===== src/rtl/ram_march_bist_pkg.sv =====
`default_nettype none
// ============================================================================
//  Module      : ram_bist_pkg
//  Description : Shared types, march element codes and background lookup
//                for the March C- RAM BIST controller.
//  Revision    : 1.0 - initial release
// ============================================================================
package ram_bist_pkg;

    // Controller states
    typedef enum logic [2:0] {
        IDLE = 3'd0,
        W0   = 3'd1,
        RD   = 3'd2,
        WR   = 3'd3,
        RF   = 3'd4,
        CK   = 3'd5,
        DONE = 3'd6
    } state_t;

    // March element index
    typedef logic [2:0] elem_t;

    localparam elem_t E0 = 3'd0;  // up   W0
    localparam elem_t E1 = 3'd1;  // up   R0 W1
    localparam elem_t E2 = 3'd2;  // up   R1 W0
    localparam elem_t E3 = 3'd3;  // down R0 W1
    localparam elem_t E4 = 3'd4;  // down R1 W0
    localparam elem_t E5 = 3'd5;  // down R0

    // Backgrounds of an element: exp_one = expected read is all-1,
    // wr_one = background written is all-1.
    typedef struct packed {
        logic exp_one;
        logic wr_one;
    } bg_t;

    function automatic bg_t bg(input elem_t e);
        bg_t b;
        b = '{exp_one: 1'b0, wr_one: 1'b0};
        case (e)
            E1:      b = '{exp_one: 1'b0, wr_one: 1'b1};
            E2:      b = '{exp_one: 1'b1, wr_one: 1'b0};
            E3:      b = '{exp_one: 1'b0, wr_one: 1'b1};
            E4:      b = '{exp_one: 1'b1, wr_one: 1'b0};
            default: b = '{exp_one: 1'b0, wr_one: 1'b0};
        endcase
        return b;
    endfunction

endpackage
`default_nettype wire


===== src/rtl/ram_march_bist_if.sv =====
`default_nettype none
// ============================================================================
//  Module      : ram_march_bist_if
//  Description : Control/status and RAM client bus of the March C- BIST.
//                master = BIST controller side, slave = system/RAM side.
//  Revision    : 1.0 - initial release
// ============================================================================
interface ram_march_bist_if #(
    parameter int ADDR_W = 5,
    parameter int DATA_W = 4
);
    import ram_bist_pkg::*;

    logic              start;
    logic              busy;
    logic              done;
    logic              pass;
    logic [ADDR_W-1:0] fail_addr;
    elem_t             fail_elem;
    logic [DATA_W-1:0] fail_data;
    logic [ADDR_W-1:0] ram_addr;
    logic [DATA_W-1:0] ram_din;
    logic              ram_wren;
    logic [DATA_W-1:0] ram_dout;

    modport master (
        input  start, ram_dout,
        output busy, done, pass, fail_addr, fail_elem, fail_data,
               ram_addr, ram_din, ram_wren
    );

    modport slave (
        output start, ram_dout,
        input  busy, done, pass, fail_addr, fail_elem, fail_data,
               ram_addr, ram_din, ram_wren
    );

endinterface
`default_nettype wire


===== src/rtl/ram_march_bist_addr_ctr.sv =====
`default_nettype none
// ============================================================================
//  Module      : bist_addr_ctr
//  Description : Loadable up/down address counter with terminal-count flag.
//                Terminal count is DEPTH-1 counting up and 0 counting down;
//                the counter itself wraps modulo DEPTH.
//  Revision    : 1.0 - initial release
// ============================================================================
module bist_addr_ctr #(
    parameter int ADDR_W = 5
) (
    input  wire logic              clk,
    input  wire logic              reset,
    input  wire logic              load_i,
    input  wire logic [ADDR_W-1:0] load_val_i,
    input  wire logic              en_i,
    input  wire logic              up_i,
    output logic      [ADDR_W-1:0] cnt_o,
    output logic                   tc_o
);

    localparam logic [ADDR_W-1:0] C_ONE = {{(ADDR_W-1){1'b0}}, 1'b1};
    localparam logic [ADDR_W-1:0] C_MAX = {ADDR_W{1'b1}};

    logic [ADDR_W-1:0] cnt_q;
    logic [ADDR_W-1:0] cnt_d;

    // Next count: load has priority over stepping
    always_comb begin
        cnt_d = cnt_q;
        if (load_i) begin
            cnt_d = load_val_i;
        end else if (en_i) begin
            cnt_d = up_i ? (cnt_q + C_ONE) : (cnt_q - C_ONE);
        end
    end

    // Counter register
    always_ff @(posedge clk) begin
        if (reset) begin
            cnt_q <= '0;
        end else begin
            cnt_q <= cnt_d;
        end
    end

    assign cnt_o = cnt_q;
    assign tc_o  = up_i ? (cnt_q == C_MAX) : (cnt_q == '0);

endmodule
`default_nettype wire


===== src/rtl/ram_march_bist.sv =====
`default_nettype none
// ============================================================================
//  Module      : ram_march_bist
//  Description : March C- BIST controller for a single-port RAM with a
//                registered (1-cycle) read port. Reports pass/fail and the
//                address, element and data of the first miscompare.
//  Revision    : 1.0 - initial release
// ============================================================================
module ram_march_bist
    import ram_bist_pkg::*;
#(
    parameter int ADDR_W = 5,
    parameter int DATA_W = 4
) (
    input  wire logic          clk,
    input  wire logic          reset,
    ram_march_bist_if.master   bus_if
);

    localparam logic [ADDR_W-1:0] C_ADDR_MAX = {ADDR_W{1'b1}};

    // FSM and capture registers
    state_t            state_q;
    elem_t             elem_q;
    logic              busy_q;
    logic              done_q;
    logic              pass_q;
    logic [ADDR_W-1:0] fail_addr_q;
    elem_t             fail_elem_q;
    logic [DATA_W-1:0] fail_data_q;

    // Counter interface
    logic              w_ctr_load;
    logic [ADDR_W-1:0] w_ctr_load_val;
    logic              w_ctr_en;
    logic              w_ctr_up;
    logic [ADDR_W-1:0] w_addr;
    logic              w_tc;

    // Compare path
    bg_t               w_bg;
    logic [DATA_W-1:0] w_exp;
    logic [DATA_W-1:0] w_wr;
    logic              w_mis;

    // Elements 0..2 run upwards, 3..5 downwards
    assign w_ctr_up = (elem_q < E3);

    assign w_bg  = bg(elem_q);
    assign w_exp = {DATA_W{w_bg.exp_one}};
    assign w_wr  = {DATA_W{w_bg.wr_one}};
    assign w_mis = (bus_if.ram_dout != w_exp);

    bist_addr_ctr #(
        .ADDR_W (ADDR_W)
    ) u_addr_ctr (
        .clk        (clk),
        .reset      (reset),
        .load_i     (w_ctr_load),
        .load_val_i (w_ctr_load_val),
        .en_i       (w_ctr_en),
        .up_i       (w_ctr_up),
        .cnt_o      (w_addr),
        .tc_o       (w_tc)
    );

    // Address counter control: reload at element boundaries, step otherwise
    always_comb begin
        w_ctr_load     = 1'b0;
        w_ctr_load_val = '0;
        w_ctr_en       = 1'b0;
        case (state_q)
            IDLE, DONE: begin
                w_ctr_load = bus_if.start;
            end
            W0: begin
                if (w_tc) begin
                    w_ctr_load = 1'b1;
                end else begin
                    w_ctr_en = 1'b1;
                end
            end
            WR: begin
                if (!w_mis) begin
                    if (w_tc) begin
                        // Next element runs down from E3 on
                        w_ctr_load     = 1'b1;
                        w_ctr_load_val = (elem_q >= E2) ? C_ADDR_MAX : '0;
                    end else begin
                        w_ctr_en = 1'b1;
                    end
                end
            end
            CK: begin
                w_ctr_en = !w_mis && !w_tc;
            end
            default: begin
                w_ctr_load = 1'b0;
            end
        endcase
    end

    // RAM client pins are a Moore decode of state, counter and element
    always_comb begin
        bus_if.ram_addr = '0;
        bus_if.ram_din  = '0;
        bus_if.ram_wren = 1'b0;
        case (state_q)
            W0: begin
                bus_if.ram_addr = w_addr;
                bus_if.ram_wren = 1'b1;
            end
            RD, RF: begin
                bus_if.ram_addr = w_addr;
            end
            WR: begin
                bus_if.ram_addr = w_addr;
                bus_if.ram_din  = w_wr;
                bus_if.ram_wren = 1'b1;
            end
            default: begin
                bus_if.ram_wren = 1'b0;
            end
        endcase
    end

    // March sequencing, status flags and first-miscompare capture
    always_ff @(posedge clk) begin
        if (reset) begin
            state_q     <= IDLE;
            elem_q      <= E0;
            busy_q      <= 1'b0;
            done_q      <= 1'b0;
            pass_q      <= 1'b0;
            fail_addr_q <= '0;
            fail_elem_q <= E0;
            fail_data_q <= '0;
        end else begin
            case (state_q)
                IDLE, DONE: begin
                    if (bus_if.start) begin
                        state_q     <= W0;
                        elem_q      <= E0;
                        busy_q      <= 1'b1;
                        done_q      <= 1'b0;
                        pass_q      <= 1'b0;
                        fail_addr_q <= '0;
                        fail_elem_q <= E0;
                        fail_data_q <= '0;
                    end
                end
                W0: begin
                    if (w_tc) begin
                        state_q <= RD;
                        elem_q  <= E1;
                    end
                end
                RD: begin
                    state_q <= WR;
                end
                WR: begin
                    if (w_mis) begin
                        state_q     <= DONE;
                        busy_q      <= 1'b0;
                        done_q      <= 1'b1;
                        pass_q      <= 1'b0;
                        fail_addr_q <= w_addr;
                        fail_elem_q <= elem_q;
                        fail_data_q <= bus_if.ram_dout;
                    end else if (w_tc) begin
                        elem_q  <= elem_q + 3'd1;
                        state_q <= (elem_q == E4) ? RF : RD;
                    end else begin
                        state_q <= RD;
                    end
                end
                RF: begin
                    state_q <= CK;
                end
                CK: begin
                    if (w_mis) begin
                        state_q     <= DONE;
                        busy_q      <= 1'b0;
                        done_q      <= 1'b1;
                        pass_q      <= 1'b0;
                        fail_addr_q <= w_addr;
                        fail_elem_q <= elem_q;
                        fail_data_q <= bus_if.ram_dout;
                    end else if (w_tc) begin
                        state_q <= DONE;
                        busy_q  <= 1'b0;
                        done_q  <= 1'b1;
                        pass_q  <= 1'b1;
                    end else begin
                        state_q <= RF;
                    end
                end
                default: begin
                    state_q <= IDLE;
                    busy_q  <= 1'b0;
                end
            endcase
        end
    end

    assign bus_if.busy      = busy_q;
    assign bus_if.done      = done_q;
    assign bus_if.pass      = pass_q;
    assign bus_if.fail_addr = fail_addr_q;
    assign bus_if.fail_elem = fail_elem_q;
    assign bus_if.fail_data = fail_data_q;

endmodule
`default_nettype wire


===== src/flat_wrapper.sv =====
// flat-port wrapper written by rule: the top's interface ports become plain ports
module ram_march_bist_flat import ram_bist_pkg::*;
#(
    parameter int ADDR_W = 5,
    parameter int DATA_W = 4
)
  (clk, reset, bus_if_start, bus_if_ram_dout, bus_if_busy, bus_if_done, bus_if_pass, bus_if_fail_addr, bus_if_fail_elem, bus_if_fail_data, bus_if_ram_addr, bus_if_ram_din, bus_if_ram_wren);
  ram_march_bist_if #(.ADDR_W(ADDR_W), .DATA_W(DATA_W)) bus_if_i ();
  input  wire logic clk;
  input  wire logic reset;
  input wire logic [$bits(bus_if_i.start)-1:0] bus_if_start;
  input wire logic [$bits(bus_if_i.ram_dout)-1:0] bus_if_ram_dout;
  output wire logic [$bits(bus_if_i.busy)-1:0] bus_if_busy;
  output wire logic [$bits(bus_if_i.done)-1:0] bus_if_done;
  output wire logic [$bits(bus_if_i.pass)-1:0] bus_if_pass;
  output wire logic [$bits(bus_if_i.fail_addr)-1:0] bus_if_fail_addr;
  output wire logic [$bits(bus_if_i.fail_elem)-1:0] bus_if_fail_elem;
  output wire logic [$bits(bus_if_i.fail_data)-1:0] bus_if_fail_data;
  output wire logic [$bits(bus_if_i.ram_addr)-1:0] bus_if_ram_addr;
  output wire logic [$bits(bus_if_i.ram_din)-1:0] bus_if_ram_din;
  output wire logic [$bits(bus_if_i.ram_wren)-1:0] bus_if_ram_wren;
  assign bus_if_i.start = bus_if_start;
  assign bus_if_i.ram_dout = bus_if_ram_dout;
  assign bus_if_busy = bus_if_i.busy;
  assign bus_if_done = bus_if_i.done;
  assign bus_if_pass = bus_if_i.pass;
  assign bus_if_fail_addr = bus_if_i.fail_addr;
  assign bus_if_fail_elem = bus_if_i.fail_elem;
  assign bus_if_fail_data = bus_if_i.fail_data;
  assign bus_if_ram_addr = bus_if_i.ram_addr;
  assign bus_if_ram_din = bus_if_i.ram_din;
  assign bus_if_ram_wren = bus_if_i.ram_wren;
  ram_march_bist #(.ADDR_W(ADDR_W), .DATA_W(DATA_W)) u_core (.clk(clk), .reset(reset), .bus_if(bus_if_i));
endmodule

===== config.mk =====
export PLATFORM = sky130hd
export DESIGN_NAME = ram_march_bist_flat
export DESIGN_NICKNAME = d
export VERILOG_FILES = /design/src/rtl/ram_march_bist_pkg.sv /design/src/rtl/ram_march_bist_if.sv /design/src/rtl/ram_march_bist_addr_ctr.sv /design/src/rtl/ram_march_bist.sv /design/src/flat_wrapper.sv
export SDC_FILE = /design/constraint.sdc
export NUM_CORES = 1
export LEC_CHECK = 0
export CAP_MARGIN = 0
export CORE_UTILIZATION = 51
export DETAILED_ROUTE_END_ITERATION = 7
export GPL_TIMING_DRIVEN = 1
export HOLD_SLACK_MARGIN = 0.05
export PLACE_DENSITY = 0.79
export SYNTH_ARGS = -nofsm -noshare
export SYNTH_HDL_FRONTEND = slang
export SYNTH_SLANG_ARGS = --single-unit

===== constraint.sdc =====
create_clock -name clk -period 3.1 [get_ports clk]
set_input_delay 0.465 -clock clk [delete_from_list [all_inputs] [get_ports clk]]
set_output_delay 0.465 -clock clk [all_outputs]
set_load 0.03 [all_outputs]

==> flow_summary.ini, run 1 <==
[outcome]
status = finished, final reports clean

[logic_synthesis]
yosysTopAreaCell = dfxtp_1
synth_area_sq_um = 1614
syn_inst = 206
synth_top_area_share_pct = 32.25
syn_area_per_cell_sq_um = 7.835
ys_types = 49
synth.yosys.warnings = 0
syn_nets = 222
synthFlopType = dfxtp_1
yosysMostFrequentCell = dfxtp_1
synth-async-reset-ratio_pct = 0
synth_edf_count = 0
ys_seq_elements = 26
synthTopCellsByCount = dfxtp_1 (26), a21oi_1 (25), nand2_1 (25)
synth.area.top_cells = dfxtp_1 (32%), a21oi_1 (7.8%), ha_1 (6.2%)
ys_seq_area_share_pct = 32.25

[worst_setup_path]
cpMaxStageDelayCell = clkdlybuf4s50_1
crit_buf_inv = 1
path_max_fanout = 13
cp-startpoint = u_core.state_q[1]
critPathMaxStageDelay_ns = 0.73
criticalPathCategory = reg -> out
critPathTopFamily = buffers and inverters
startpoint_type = flip-flop
timing.rr.start = u_core.elem_q[0]
cp.required_ns = 2.63
cp_cell_sequence = nor2b_1, nand2_1, nor2_1, clkdlybuf4s50_1
cp-end-kind = output pin
worst_ep_arrival_time_ns = 2.35

[grt]
gr-total-overflow = 0
grt_pass1_vias = 1338
grt_use_total_pct = 22.93
grt_antenna_before_repair = 0
grt_max_degree = 20
grt_pass1_wl_mm = 6.078

[clocking]
cts_root_buffer = clkbuf_4
cts-htree-levels = 1
clock-sinks = 26
cts_resized = 0
clkTransAtPathRegs_ns = 0.14
cts_tree = done
numCtsBuffers = 3
clk_path_buf_depth = 2
worstSkewPairLatency_ns = 0.32
postCtsHoldBufs = 0
postCtsSetupBuffers = 0

[hold_path]
hold_path_startpoint = u_core.bus_if.fail_data[3]
worstHoldPathType = reg -> reg

[power]
clockPowerShare_pct = 26.7
switching_share_pct = 28.20
ir_drop_mv = 0.2063
p_sw_mw = 0.1822
power_leakage_nw = 0.7356
p_int_mw = 0.4637
sequentialPowerShare_pct = 55.1
combPwrFrac_pct = 18.2
total_power_mw = 0.6459
p_per_area_nw_per_um2 = 327.6

[placement]
post-dp-hpwl_mm = 2.631
place_congestion = 0.8313
io_buffers = 31

[die]
core_sq_um = 3028
rows = 20
die_w_um = 58.26
ios = 32
start_util_pct = 53.31
dieHeight_um = 58.26
die-area_sq_um = 3394

[sta]
rsz0062_at_grt = false
finalCritPeriodShare_pct = 90.86
tns_ns = 0
fmax_ghz = 0.3550
hold_viol_final = 0
slew_violations = 0
setup_viol = 0
min_period_ns = 2.817
skew_ns = 0.004666
relSlewSlack_pct = 50.50
tightestPinTransition_ns = 0.7402

[detailed_routing]
drtIter0Drc = 73
wirelength_mm = 3.634
routed_via_density = 5.456
drt_first_pass_iters = 4
ant_nets = 0
wl_per_cell_um = 13.26
drc = 0
dr_total_vias = 1495

[finish]
nFillCells = 290
final_net_count = 247
seqCellArea_sq_um = 520.5
multi_input_area_sq_um = 955.9
syn_to_final_growth_pct = 22.17
drive_above_1_share_pct = 6.957
diodes = 0

[run]
cap_violations = 0
## final timing paths
path,cells past startpoint,to,slack (ns)
setup reg to reg,8,u_core.u_addr_ctr.cnt_o[0],0.55
hold / removal,2,u_core.bus_if.fail_data[3],0.46
hold reg to reg,2,u_core.bus_if.fail_data[3],0.46
setup / recovery,4,bus_if_ram_din[3],0.28
## registers in the layout (all words and copies together), names as in the netlist
signal / cells
u_core.bus_if.fail_data: 4
u_core.bus_if.fail_addr: 5
u_core.elem_q: 3
u_core.bus_if.fail_elem: 3
u_core.bus_if.busy: 1
u_core.state_q: 3
u_core.bus_if.done: 1
u_core.bus_if.pass: 1
u_core.u_addr_ctr.cnt_o: 5
## per-stage QoR
step	utilization [%]	hold slack (ns)	std cells	worst slack, ns	area, sq um
floorplan	-	0.4902	206	0.7112	1614
global placement	63.93	0.4402	270	0.2674	1936
detailed placement	63.93	0.4454	270	0.2460	1936
CTS	65.12	0.4636	274	0.2698	1972
global route	65.12	0.4789	274	0.1249	1972
finish	65.12	0.4584	274	0.2832	1972
## layout by cell type (no fill, tap or decap), drive strengths merged, types with 4 or more instances in the layout
cell type and n:
nand2 25, a21o 5, nand3 13, clkbuf 4, nor2b 4, and2 6
inv 15, clkdlybuf4s50 31, buf 5, a21oi 26, dfxtp 26, o21ai 5
ha 8, nor2 11, xnor2 5
## worst register-to-register path: cells and delay by family (launching register included)
kind            cells  cell delay [ns]
flops               1             0.47
compound gates      3             0.50
mux                 2             0.70
fa+ha+maj           2             0.65
buf+inv             1             0.10
## area by class of cell
| cell class | instances | share of cell area (%) |
|---|---|---|
| Timing Repair Buffer | 36 | 17.64 |
| Inverter | 15 | 2.855 |
| Sequential cell | 26 | 26.40 |
| Clock buffer | 4 | 1.840 |
| Multi-Input combinational cell | 149 | 48.48 |
| Tap cell | 44 | 2.792 |
## metal layers
metal | vias to the layer above | track usage [%] | share of wire [%]
met5 | - | 0 | 0
met4 | 0 | 5.442 | 0.52
met3 | 2 | 4.464 | 5.7
met2 | 40 | 36.45 | 45
met1 | 690 | 32.05 | 49
li1 | 763 | - | -
## power groups by stage
stage	clock, mW	combinational, mW	sequential [mW]
5_1_grt	0.189	0.128	0.357
6_report	0.173	0.118	0.356
4_1_cts	0.176	0.117	0.355
2_1_floorplan	0	0.0720	0.366
3_3_place_gp	0	0.116	0.362
3_5_place_dp	0	0.117	0.363
## cells by family (layout without fill, tap and decap cells)
logic type	after synthesis	after routing	synth area share [%]
mux	3	3	1.938
flops	26	26	32.25
buf+inv	31	55	8.527
simple gates	74	74	22.71
fa+ha+maj	10	10	8.062
xor+xnor	7	7	3.799
compound gates	55	55	22.71
No activity file was read; power rests on OpenSTA's default activity.
==> run 2: changes to the inputs <==
--- a/config.mk
+++ b/config.mk
@@ -6,6 +6,7 @@
 export NUM_CORES = 1
 export LEC_CHECK = 0
 export CAP_MARGIN = 0
+export CORE_MARGIN = 5
 export CORE_UTILIZATION = 51
 export DETAILED_ROUTE_END_ITERATION = 7
 export GPL_TIMING_DRIVEN = 1
==> run 2 against run 1 <==
Count of clock-buffer cells in the layout did not move. Via count increased by 0.27%. Sequential share of layout area is the same. Total power increased by 0.57%. Cell count stayed put. Critical path depth unchanged. Largest power group unchanged.
==> flow_summary.ini, run 2 (synthesis gave the netlist of run 1 again) <==
[worst_setup_path]
worst_ep_arrival_time_ns = 2.31
cp.required_ns = 2.63
path_max_fanout = 13
critPathMaxStageDelay_ns = 0.72
cp_cell_sequence = nor2b_1, nand2_1, nor2_1, clkdlybuf4s50_1
cp-end-kind = output pin
startpoint_type = flip-flop
timing.rr.start = u_core.elem_q[0]
r2r_slack_ns = 0.58
r2r_end = u_core.u_addr_ctr.cnt_o[0]
criticalPathCategory = reg -> out
cpMaxStageDelayCell = clkdlybuf4s50_1
r2r_cells = 8

[detailed_routing]
ant_nets = 0
wl_per_cell_um = 13.20
routed_via_density = 5.471
drt_first_pass_iters = 4
drtIter0Drc = 130
drc = 0
wirelength_mm = 3.618
dr_total_vias = 1499

[sta]
fmax_ghz = 0.3600
relSlewSlack_pct = 50.08
slew_violations = 0
finalCritPeriodShare_pct = 89.61
setup_viol = 0
rsz0062_at_grt = false
whs_ns = 0.4599
skew_ns = 0.01066
hold_viol_final = 0
min_period_ns = 2.778
tns_ns = 0
tightestPinTransition_ns = 0.7465

[power]
p_per_area_nw_per_um2 = 329.4
ir_drop_mv = 0.1955
power_leakage_nw = 0.7356

[clocking]
clk_path_buf_depth = 2
postCtsSetupBuffers = 0
cts_root_buffer = clkbuf_4
cts_tree = done
numCtsBuffers = 3
clock-sinks = 26
worstSkewPairLatency_ns = 0.33
cts_resized = 0
clkTransAtPathRegs_ns = 0.15
cts-htree-levels = 1
postCtsHoldBufs = 0

[grt]
gr-total-overflow = 0
grt_max_degree = 22
grt_pass1_vias = 1373
grt_use_total_pct = 18.41
grt_pass1_wl_mm = 6.361
grt_antenna_before_repair = 0

[finish]
final_cells = 274
mostFrequentLayoutCell = clkdlybuf4s50_1
drive_above_1_share_pct = 6.957
syn_to_final_growth_pct = 22.17
final_cell_mix = clkdlybuf4s50_1 (31), dfxtp_1 (26), nand2_1 (25), a21oi_1 (25), inv_1 (15)
diodes = 0
final_net_count = 247

[die]
rows = 20
start_util_pct = 52.87
core_sq_um = 3053
die-area_sq_um = 4390
ios = 32
dieHeight_um = 66.26
die_w_um = 66.26

[placement]
place_congestion = 0.8454
io_buffers = 31
dp_cells = 270
post-dp-hpwl_mm = 2.655

[outcome]
status = finished, final reports clean

[run]
cap_violations = 0

[hold_path]
hold_path_startpoint = u_core.bus_if.fail_data[3]
holdPathStages = 2
worstHoldPathType = reg -> reg
hold_path_end = u_core.bus_if.fail_data[3]
==> run 2: cell type report <==
| type | count | area (sq um) |
|---|---|---|
| multi-input combinational | 149 | 955.9 |
| timing repair buffer | 36 | 347.8 |
| fill | 286 | 1081 |
| tap | 44 | 55.05 |
| sequential | 26 | 520.5 |
| inverter | 15 | 56.30 |
| clock buffer | 4 | 36.28 |
==> run 2: through the flow <==
stage	power, mW	area (sq um)	utilization (%)	setup slack [ns]
2_1_floorplan	0.4380	1614	-	0.7112
3_3_place_gp	0.4787	1936	63.40	0.3072
3_5_place_dp	0.4797	1936	63.40	0.2546
4_1_cts	0.6538	1972	64.59	0.3259
5_1_grt	0.6831	1972	64.59	0.08234
6_report	0.6496	1972	64.59	0.3221
==> run 2: worst max path at each step <==
stage	cells past startpoint	start	end	slack, ns
floorplan	7	bus_if_ram_dout[0]	u_core.u_addr_ctr.cnt_o[0]	0.71
global placement	7	bus_if_ram_dout[0]	u_core.u_addr_ctr.cnt_o[0]	0.31
detailed placement	7	bus_if_ram_dout[0]	u_core.u_addr_ctr.cnt_o[0]	0.25
CTS	4	u_core.state_q[1]	bus_if_ram_din[3]	0.33
global route	4	u_core.state_q[1]	bus_if_ram_din[0]	0.08
finish	4	u_core.state_q[1]	bus_if_ram_din[3]	0.32
==> run 2: worst max-delay path: cells and delay by family (launching register included) <==
family	cells	cell delay (ns)
flops	1	0.60
buf+inv	1	0.72
simple gates	3	0.67
==> run 2: per-layer routing <==
metal | part of all wire, % | track usage [%]
met1 | 46 | 24.36
met2 | 46 | 29.74
met3 | 7.1 | 4.082
met4 | 1.2 | 5.330
met5 | 0 | 0
==> run 2: power by group <==
part           switching [mW]  internal (mW)  total, mW
logic                  0.0690         0.0481      0.117
clock network           0.105         0.0720      0.177
registers              0.0119          0.344      0.356
==> run 3: changes to the inputs <==
--- a/config.mk
+++ b/config.mk
@@ -5,13 +5,13 @@
 export SDC_FILE = /design/constraint.sdc
 export NUM_CORES = 1
 export LEC_CHECK = 0
-export CAP_MARGIN = 0
 export CORE_MARGIN = 5
 export CORE_UTILIZATION = 51
 export DETAILED_ROUTE_END_ITERATION = 7
 export GPL_TIMING_DRIVEN = 1
 export HOLD_SLACK_MARGIN = 0.05
-export PLACE_DENSITY = 0.79
+export PLACE_DENSITY_LB_ADDON = 0.1
+export SLEW_MARGIN = 20
 export SYNTH_ARGS = -nofsm -noshare
 export SYNTH_HDL_FRONTEND = slang
 export SYNTH_SLANG_ARGS = --single-unit
==> run 3 against run 2 <==
Non-clock buffer count down 2. Cell count shrank 0.73%. Sequential share of layout area is essentially flat. Total power increased by 9.3%. Routed wire length is 10% higher. Critical path type unchanged.
==> flow_summary.ini, run 3 (synthesis gave the netlist of run 1 again) <==
[outcome]
status = finished, final reports clean

[clocking]
postCtsHoldBufs = 0
numCtsBuffers = 3
cts_resized = 0
postCtsSetupBuffers = 0
worstSkewPairLatency_ns = 0.33
clk_path_buf_depth = 2
cts_tree = done
clkTransAtPathRegs_ns = 0.15
clock-sinks = 26
cts-htree-levels = 1
cts_root_buffer = clkbuf_4

[die]
die-area_sq_um = 4390
ios = 32
die_w_um = 66.26
start_util_pct = 52.87
rows = 20
dieHeight_um = 66.26
core_sq_um = 3053

[worst_setup_path]
cp.required_ns = 2.63
worst_ep_arrival_time_ns = 2.39
startpoint_type = flip-flop
path_max_fanout = 13
criticalPathCategory = reg -> out
cp-end-kind = output pin

[placement]
post-dp-hpwl_mm = 3.021
dpl_cell_area_sq_um = 1921
post-place-ws_ns = 0.2381
io_buffers = 31
dp_cells = 268
place_congestion = 0.8898

[power]
power_leakage_nw = 0.7321
ir_drop_mv = 0.3163
p_per_area_nw_per_um2 = 359.9
total_power_mw = 0.7102

[sta]
skew_ns = 0.01005
fmax_ghz = 0.3498
tightestPinTransition_ns = 0.5417
relSlewSlack_pct = 62.85
whs_ns = 0.4659
finalCritPeriodShare_pct = 92.21
hold_viol_final = 0
rsz0062_at_grt = false
min_period_ns = 2.858
slew_violations = 0
tns_ns = 0
setup_viol = 0
worst_slack_ns = 0.2416

[grt]
grt_use_total_pct = 19.43
grt_pass1_wl_mm = 6.789
gr-total-overflow = 0
grt_pass1_vias = 1475
grt_antenna_before_repair = 0
grt_max_degree = 16

[finish]
final_cells = 272
final_util_pct = 64.63
diodes = 0
final_area_sq_um = 1973
mostFrequentLayoutCell = clkdlybuf4s50_1
final_net_count = 245
final_cell_mix = clkdlybuf4s50_1 (31), dfxtp_1 (26), nand2_1 (25), a21oi_1 (25), inv_1 (15)
syn_to_final_growth_pct = 22.25
drive_above_1_share_pct = 6.140

[run]
cap_violations = 0

[detailed_routing]
ant_nets = 0
drtIter0Drc = 124
routed_via_density = 5.529
dr_total_vias = 1504
drc = 0
wl_per_cell_um = 14.68
drt_first_pass_iters = 4
wirelength_mm = 3.994

[hold_path]
worstHoldPathType = reg -> reg
==> run 3: changes by cell type in the layout (fill, tap and decap cells not counted), sizes merged <==
cell / before / now
clkbuf: 4 / 3
buf: 5 / 3
bufinv: 0 / 1
==> run 3: critical path, stage by stage, from the launching register on <==
cell             delay, ns
dfxtp_1               0.62
nor2b_1               0.29
nand2_1               0.18
nor2_1                0.25
clkdlybuf4s50_1       0.72
==> run 3: layout make-up <==
class | instances | area (sq um)
fill | 278 | 1080
multi-input combinational | 149 | 955.9
sequential | 26 | 520.5
timing repair buffer | 34 | 332.8
inverter | 15 | 56.30
tap | 44 | 55.05
clock inverter | 1 | 30.03
clock buffer | 3 | 22.52
==> run 3: where the power goes <==
part           switching (mW)  internal [mW]
logic                  0.0674         0.0462
clock network           0.108          0.131
registers              0.0141          0.344
total                   0.189          0.521
==> run 3: layer usage <==
layer	global-route usage, %	up-vias	wire [um]
li1	-	763	-
met1	25.59	697	1827
met2	33.46	40	1969
met3	2.891	4	163
met4	3.807	0	34
met5	0	-	0
==> run 3: final timing paths <==
check / from / to / slack, ns / cells past startpoint
worst min-delay path: u_core.bus_if.fail_data[1] / u_core.bus_if.fail_data[1] / 0.47 / 2
worst max register to register: u_core.elem_q[0] / u_core.elem_q[1] / 0.49 / 8
worst max-delay path: u_core.state_q[1] / bus_if_ram_din[3] / 0.24 / 4
worst min register to register: u_core.bus_if.fail_data[1] / u_core.bus_if.fail_data[1] / 0.47 / 2
==> RTL edit 1 (config.mk and constraints of run 3) <==
Re-encode `state_t` (7 states) as Gray code, 3 bits wide.
--- a/src/rtl/ram_march_bist_pkg.sv
+++ b/src/rtl/ram_march_bist_pkg.sv
@@ -9,13 +9,13 @@
 
     // Controller states
     typedef enum logic [2:0] {
-        IDLE = 3'd0,
-        W0   = 3'd1,
-        RD   = 3'd2,
-        WR   = 3'd3,
-        RF   = 3'd4,
-        CK   = 3'd5,
-        DONE = 3'd6
+        IDLE = 3'b000,
+        W0   = 3'b001,
+        RD   = 3'b011,
+        WR   = 3'b010,
+        RF   = 3'b110,
+        CK   = 3'b111,
+        DONE = 3'b101
     } state_t;
 
     // March element index
Function: same outputs for any inputs over 10 cycles, from zero or initial values and one cycle with reset high; not proved beyond that.
==> RTL edit 1 against run 3 <==
Via count grew 1.7%; synthesized area grew 8.9%; sequential cell count stayed put; synthesized cell count down 3.9%; total power increased by 10%; final area grew 6.5%; wire length grew 3.4%; worst hold slack got worse by 0.0040 ns; setup slack better by 0.013 ns; critical path type unchanged; largest power group unchanged; highest routed layer unchanged.
==> RTL edit 1: results (changes against run 3) <==
| Metric | Value |
|---|---|
| M2 GR Usage | 0.325 (-0.00919) |
| GRT met1 Usage | 0.262 (+0.00571) |
| Worst-case hold path end point | u_core.bus_if.fail_data[0] |
| Final wirelength | 4130 µm (+3.4%) |
| Post-Syn Area per Cell | 8.88 µm² (+13%) |
| VDD IR max | 0.000271 V (-14%) |
| Post-Place Setup Slack | 0.328 ns (+0.0897 ns) |
| WL/cell | 15.5 µm (+5.8%) |
| Hold_sp | u_core.bus_if.fail_data[0] |
| First-pass GRT wire length | 7140 µm (+5.2%) |
| DRT Pass-1 Iters | 5 (+1) |
| Share of layout cells above drive strength 1 | 0.218 (+0.157) |
| Dpl cells | 262 (-2.2%) |
| Syn nets | 214 (-3.6%) |
| Status | complete, no violations |
| Post-synthesis sequential area ratio | 0.296 (-0.0264) |
| Cell leakage power | 0.750 nW (+2.5%) |
| Synth top cells by count | dfxtp_1 (26), a21oi_1 (13), nand4_1 (13) |
| Layout fillers | 294 (+5.8%) |
| Number of global-route vias before repair | 1557 (+5.6%) |
| R2R Setup Slk | 0.57 ns (+0.08 ns) |
| Fin nets | 237 (-3.3%) |
| Pin count of the biggest net entering global routing | 26 (+10) |
| Synth top area cells | dfxtp_1 (30%), a21oi_2 (6.0%), ha_1 (5.7%), nand4_1 (4.6%), a21oi_1 (3.7%) |
| Final worst path period need | 2.84 ns (-0.0135 ns) |
| Post-DP HPWL | 3100 µm (+2.7%) |
| Vias per inst | 5.75 (+4.0%) |
| Hold slack | 0.462 ns (-0.00404 ns) |
| DP Area | 2050 µm² (+6.7%) |
## RTL edit 1: cell count changes after synthesis, moves of 3 or more
| cell | delta |
|---|---|
| a21oi_1 | -12 |
| a21oi_2 | +11 |
| nand2_1 | -22 |
| a221oi_1 | -3 |
| or3_1 | -3 |
| nand4_1 | +10 |
| o21a_1 | +4 |
| nand3_1 | -8 |
| nand2_2 | +10 |
| inv_1 | -4 |
## RTL edit 1: layer usage
layer  routed length (µm)  share of wire
met5                    0              0
met3                  151          0.037
met4                   16         0.0039
met1                 1910           0.46
met2                 2060           0.50
## RTL edit 1: where the power goes
part / leakage (nW) / switching, mW / internal (mW)
sequential: 0.211 / 0.0167 / 0.347
clock: 0.0279 / 0.103 / 0.131
combinational: 0.511 / 0.109 / 0.0744
total: 0.750 / 0.229 / 0.552
## RTL edit 1: cell type report
class | instances | area (µm²) | share of cell area
clock buffers | 3 | 22.5 | 0.0107
inverters | 11 | 41.3 | 0.0196
repair buffers | 35 | 340 | 0.162
well taps | 46 | 57.6 | 0.0274
flip-flops and latches | 26 | 520 | 0.248
multi-input cells | 144 | 1090 | 0.518
clock inverters | 1 | 30.0 | 0.0143
## RTL edit 1: logic make-up (layout without fill, tap and decap cells)
kind of cell / Yosys count / after routing / share of synthesized area
xor gates and xnor gates: 5 / 5 / 0.0249
muxes: 5 / 5 / 0.0342
DFF: 26 / 26 / 0.296
and+or+nand+nor: 69 / 69 / 0.248
adders and majority gates: 9 / 9 / 0.0683
AOI/OAI and AO/OA: 56 / 56 / 0.245
buffers and inverters: 28 / 50 / 0.0840
## RTL edit 1: tightest hold or removal path: stages, from the launching register on
cell and delay (ns):
dfxtp_1 0.34, nand2_2 0.06, a21oi_2 0.04
==> RTL edit 2 (config.mk and constraints of run 3) <==
Without the edit above. `ADDR_W` is set to 5 in 4 places; all go to 4.
--- a/src/rtl/ram_march_bist_if.sv
+++ b/src/rtl/ram_march_bist_if.sv
@@ -6,7 +6,7 @@
 //  Revision    : 1.0 - initial release
 // ============================================================================
 interface ram_march_bist_if #(
-    parameter int ADDR_W = 5,
+    parameter int ADDR_W = 4,
     parameter int DATA_W = 4
 );
     import ram_bist_pkg::*;
--- a/src/rtl/ram_march_bist_addr_ctr.sv
+++ b/src/rtl/ram_march_bist_addr_ctr.sv
@@ -7,7 +7,7 @@
 //  Revision    : 1.0 - initial release
 // ============================================================================
 module bist_addr_ctr #(
-    parameter int ADDR_W = 5
+    parameter int ADDR_W = 4
 ) (
     input  wire logic              clk,
     input  wire logic              reset,
--- a/src/rtl/ram_march_bist.sv
+++ b/src/rtl/ram_march_bist.sv
@@ -9,7 +9,7 @@
 module ram_march_bist
     import ram_bist_pkg::*;
 #(
-    parameter int ADDR_W = 5,
+    parameter int ADDR_W = 4,
     parameter int DATA_W = 4
 ) (
     input  wire logic          clk,
--- a/src/flat_wrapper.sv
+++ b/src/flat_wrapper.sv
@@ -1,7 +1,7 @@
 // flat-port wrapper written by rule: the top's interface ports become plain ports
 module ram_march_bist_flat import ram_bist_pkg::*;
 #(
-    parameter int ADDR_W = 5,
+    parameter int ADDR_W = 4,
     parameter int DATA_W = 4
 )
   (clk, reset, bus_if_start, bus_if_ram_dout, bus_if_busy, bus_if_done, bus_if_pass, bus_if_fail_addr, bus_if_fail_elem, bus_if_fail_data, bus_if_ram_addr, bus_if_ram_din, bus_if_ram_wren);
Ports: changed (resized bus_if_fail_addr and bus_if_ram_addr); port bits go from 32 to 30. The function was not compared with the original's and may differ.
==> RTL edit 2 against run 3 <==
Cell count is 16% lower; setup slack better by 0.13 ns; wire length is 14% lower; total power is 3.7% higher; via count is 9.7% lower; utilization is 0.096 points higher; combinational power is 89% higher; sequential cell count is 2 lower; die area is 10% lower; global-route usage is 1.2 points lower; clock power is 31% lower; final area is 11% lower; synthesized cell count is 16% lower; synthesized area is 12% lower.
==> RTL edit 2: results (changes against run 3) <==
| Metric | Value |
|---|---|
| Status | complete, no violations |
| Met2 Routed Length | 1630 µm (-17%) |
| Pin count of the biggest net entering global routing | 25 (+9) |
| Yosys warns | 0 (unchanged) |
| Cell leakage power | 0.637 nW (-13%) |
| R2r endpoint | u_core.u_addr_ctr.cnt_o[3] |
| Sequential fraction of design power | 0.485 (-0.019) |
| Post-synthesis sequential area ratio | 0.339 (+0.0167) |
| Clk_lat worst skew | 0.31 ns (-0.02 ns) |
| Hold Crit Class | flop to flop |
| Clk power | 164 µW (-31%) |
| Global Route Usage Sum | 0.182 (-0.0124) |
| Measured slew at the worst slew-check pin | 0.660 ns (+0.118 ns) |
| FF-to-FF Start | u_core.elem_q[1] |
| R2R Setup Slk | 0.39 ns (-0.10 ns) |
| Crit path DAT | 2.26 ns (-0.13 ns) |
| GRT met1 Usage | 0.226 (-0.0298) |
| Post-synth cell types | 41 (-16%) |
| # diodes | 0 (unchanged) |
| DR iter-0 viols | 77 (-38%) |
| DR top layer | met4 |
| Synth top area cells | dfxtp_1 (34%), a21oi_1 (7.1%), ha_1 (6.2%), nand3_1 (4.9%), nand2_1 (4.8%) |
| Hold_sp | u_core.bus_if.done |
| Post-Place Setup Slack | 0.249 ns (+0.0113 ns) |
| Final wirelength | 3440 µm (-14%) |
| Number of global-route vias before repair | 1334 (-9.6%) |
| Synth async-reset ratio | 0 (unchanged) |
| Synth Area in Adders | 0.0830 (+0.00242) |
| Post-synthesis xor/xnor area fraction | 0.0309 (-0.00707) |
| Compound-Gate Fraction of Synth Area | 0.196 (-0.0310) |
| P_sw | 248 µW (+31%) |
| CP Max Fanout | 15 (+2) |
| PortBufs | 29 (-6.5%) |
| Worst-case hold path end point | u_core.bus_if.done |
| Vias per inst | 5.93 (+7.2%) |
| Routing usage on met3 | 0.0414 (+0.0125) |
| Met3 Routed Length | 185 µm (+13%) |
| Syn nets | 189 (-15%) |
| Share of layout cells above drive strength 1 | 0.0859 (+0.0245) |
| Clock Skews | 0.00269 ns (-0.00736 ns) |
| First-pass GRT wire length | 5980 µm (-12%) |
| DP Area | 1710 µm² (-11%) |
| CTS Buf Count | 3 (unchanged) |
| Gp weighted congestion | 0.858 (-3.6%) |
| Synth top cells by count | dfxtp_1 (24), a21oi_1 (20), nand2_1 (18) |
| Worst Hold Depth | 2 (unchanged) |
| Post-DP HPWL | 2540 µm (-16%) |
| Met1 WL | 1550 µm (-15%) |
| Clock Pin Slew Worst Setup and Hold Paths | 0.12 ns (-0.03 ns) |
| VDD IR max | 0.000363 V (+15%) |
| Fin nets | 214 (-13%) |
| Hold slack | 0.473 ns (+0.00672 ns) |
| Mux contribution to synthesized area | 0.0318 (+0.0124) |
| M2 GR Usage | 0.301 (-0.0341) |
## RTL edit 2: cell types whose count changed in the layout (fill, tap and decap cells not counted), moves of 3 or more
cell	run 3	this run
a21o_1	4	1
a21oi_1	25	20
a221oi_1	3	0
inv_1	15	8
nand2_1	25	18
nor2b_1	4	0
nor3_1	1	6
nor4_1	1	4
o21ai_0	4	0
## RTL edit 2: worst max path at each step
stage	startpoint	to	slack [ns]	depth (start not counted)
CTS	u_core.elem_q[0]	u_core.u_addr_ctr.cnt_o[3]	0.26	8
global route	u_core.elem_q[1]	u_core.u_addr_ctr.cnt_o[3]	0.18	8
floorplan	u_core.state_q[0]	bus_if_ram_din[1]	0.61	5
finish	u_core.state_q[1]	bus_if_ram_addr[1]	0.37	4
detailed placement	bus_if_ram_dout[3]	u_core.u_addr_ctr.cnt_o[3]	0.25	7
global placement	bus_if_ram_dout[2]	u_core.u_addr_ctr.cnt_o[2]	0.39	6
## RTL edit 2: area by class of cell
| type | instances | area [µm²] |
|---|---|---|
| Clock buffer | 4 | 36.3 |
| Fill cell | 253 | 956 |
| Inverter | 9 | 33.8 |
| Multi-Input combinational cell | 128 | 845 |
| Sequential cell | 24 | 480 |
| Tap cell | 31 | 38.8 |
| Timing Repair Buffer | 33 | 320 |
## RTL edit 2: metrics by stage
stage,total power [mW],instances,utilization
finish,0.737,229,0.647
global placement,0.570,225,0.633
CTS,0.739,229,0.646
global route,0.783,229,0.647
detailed placement,0.577,225,0.633
floorplan,0.505,174,-
## RTL edit 2: timing repair
item,in CTS,in global routing
gates resized for setup,0,1
hold buffers,0,0
setup endpoints to repair,0,2
## RTL edit 2: critical path, stage by stage (launching register included)
cell	delay, ns
dfxtp_1	0.70
nor2_1	0.15
xnor2_1	0.27
and2_1	0.17
clkdlybuf4s50_1	0.66
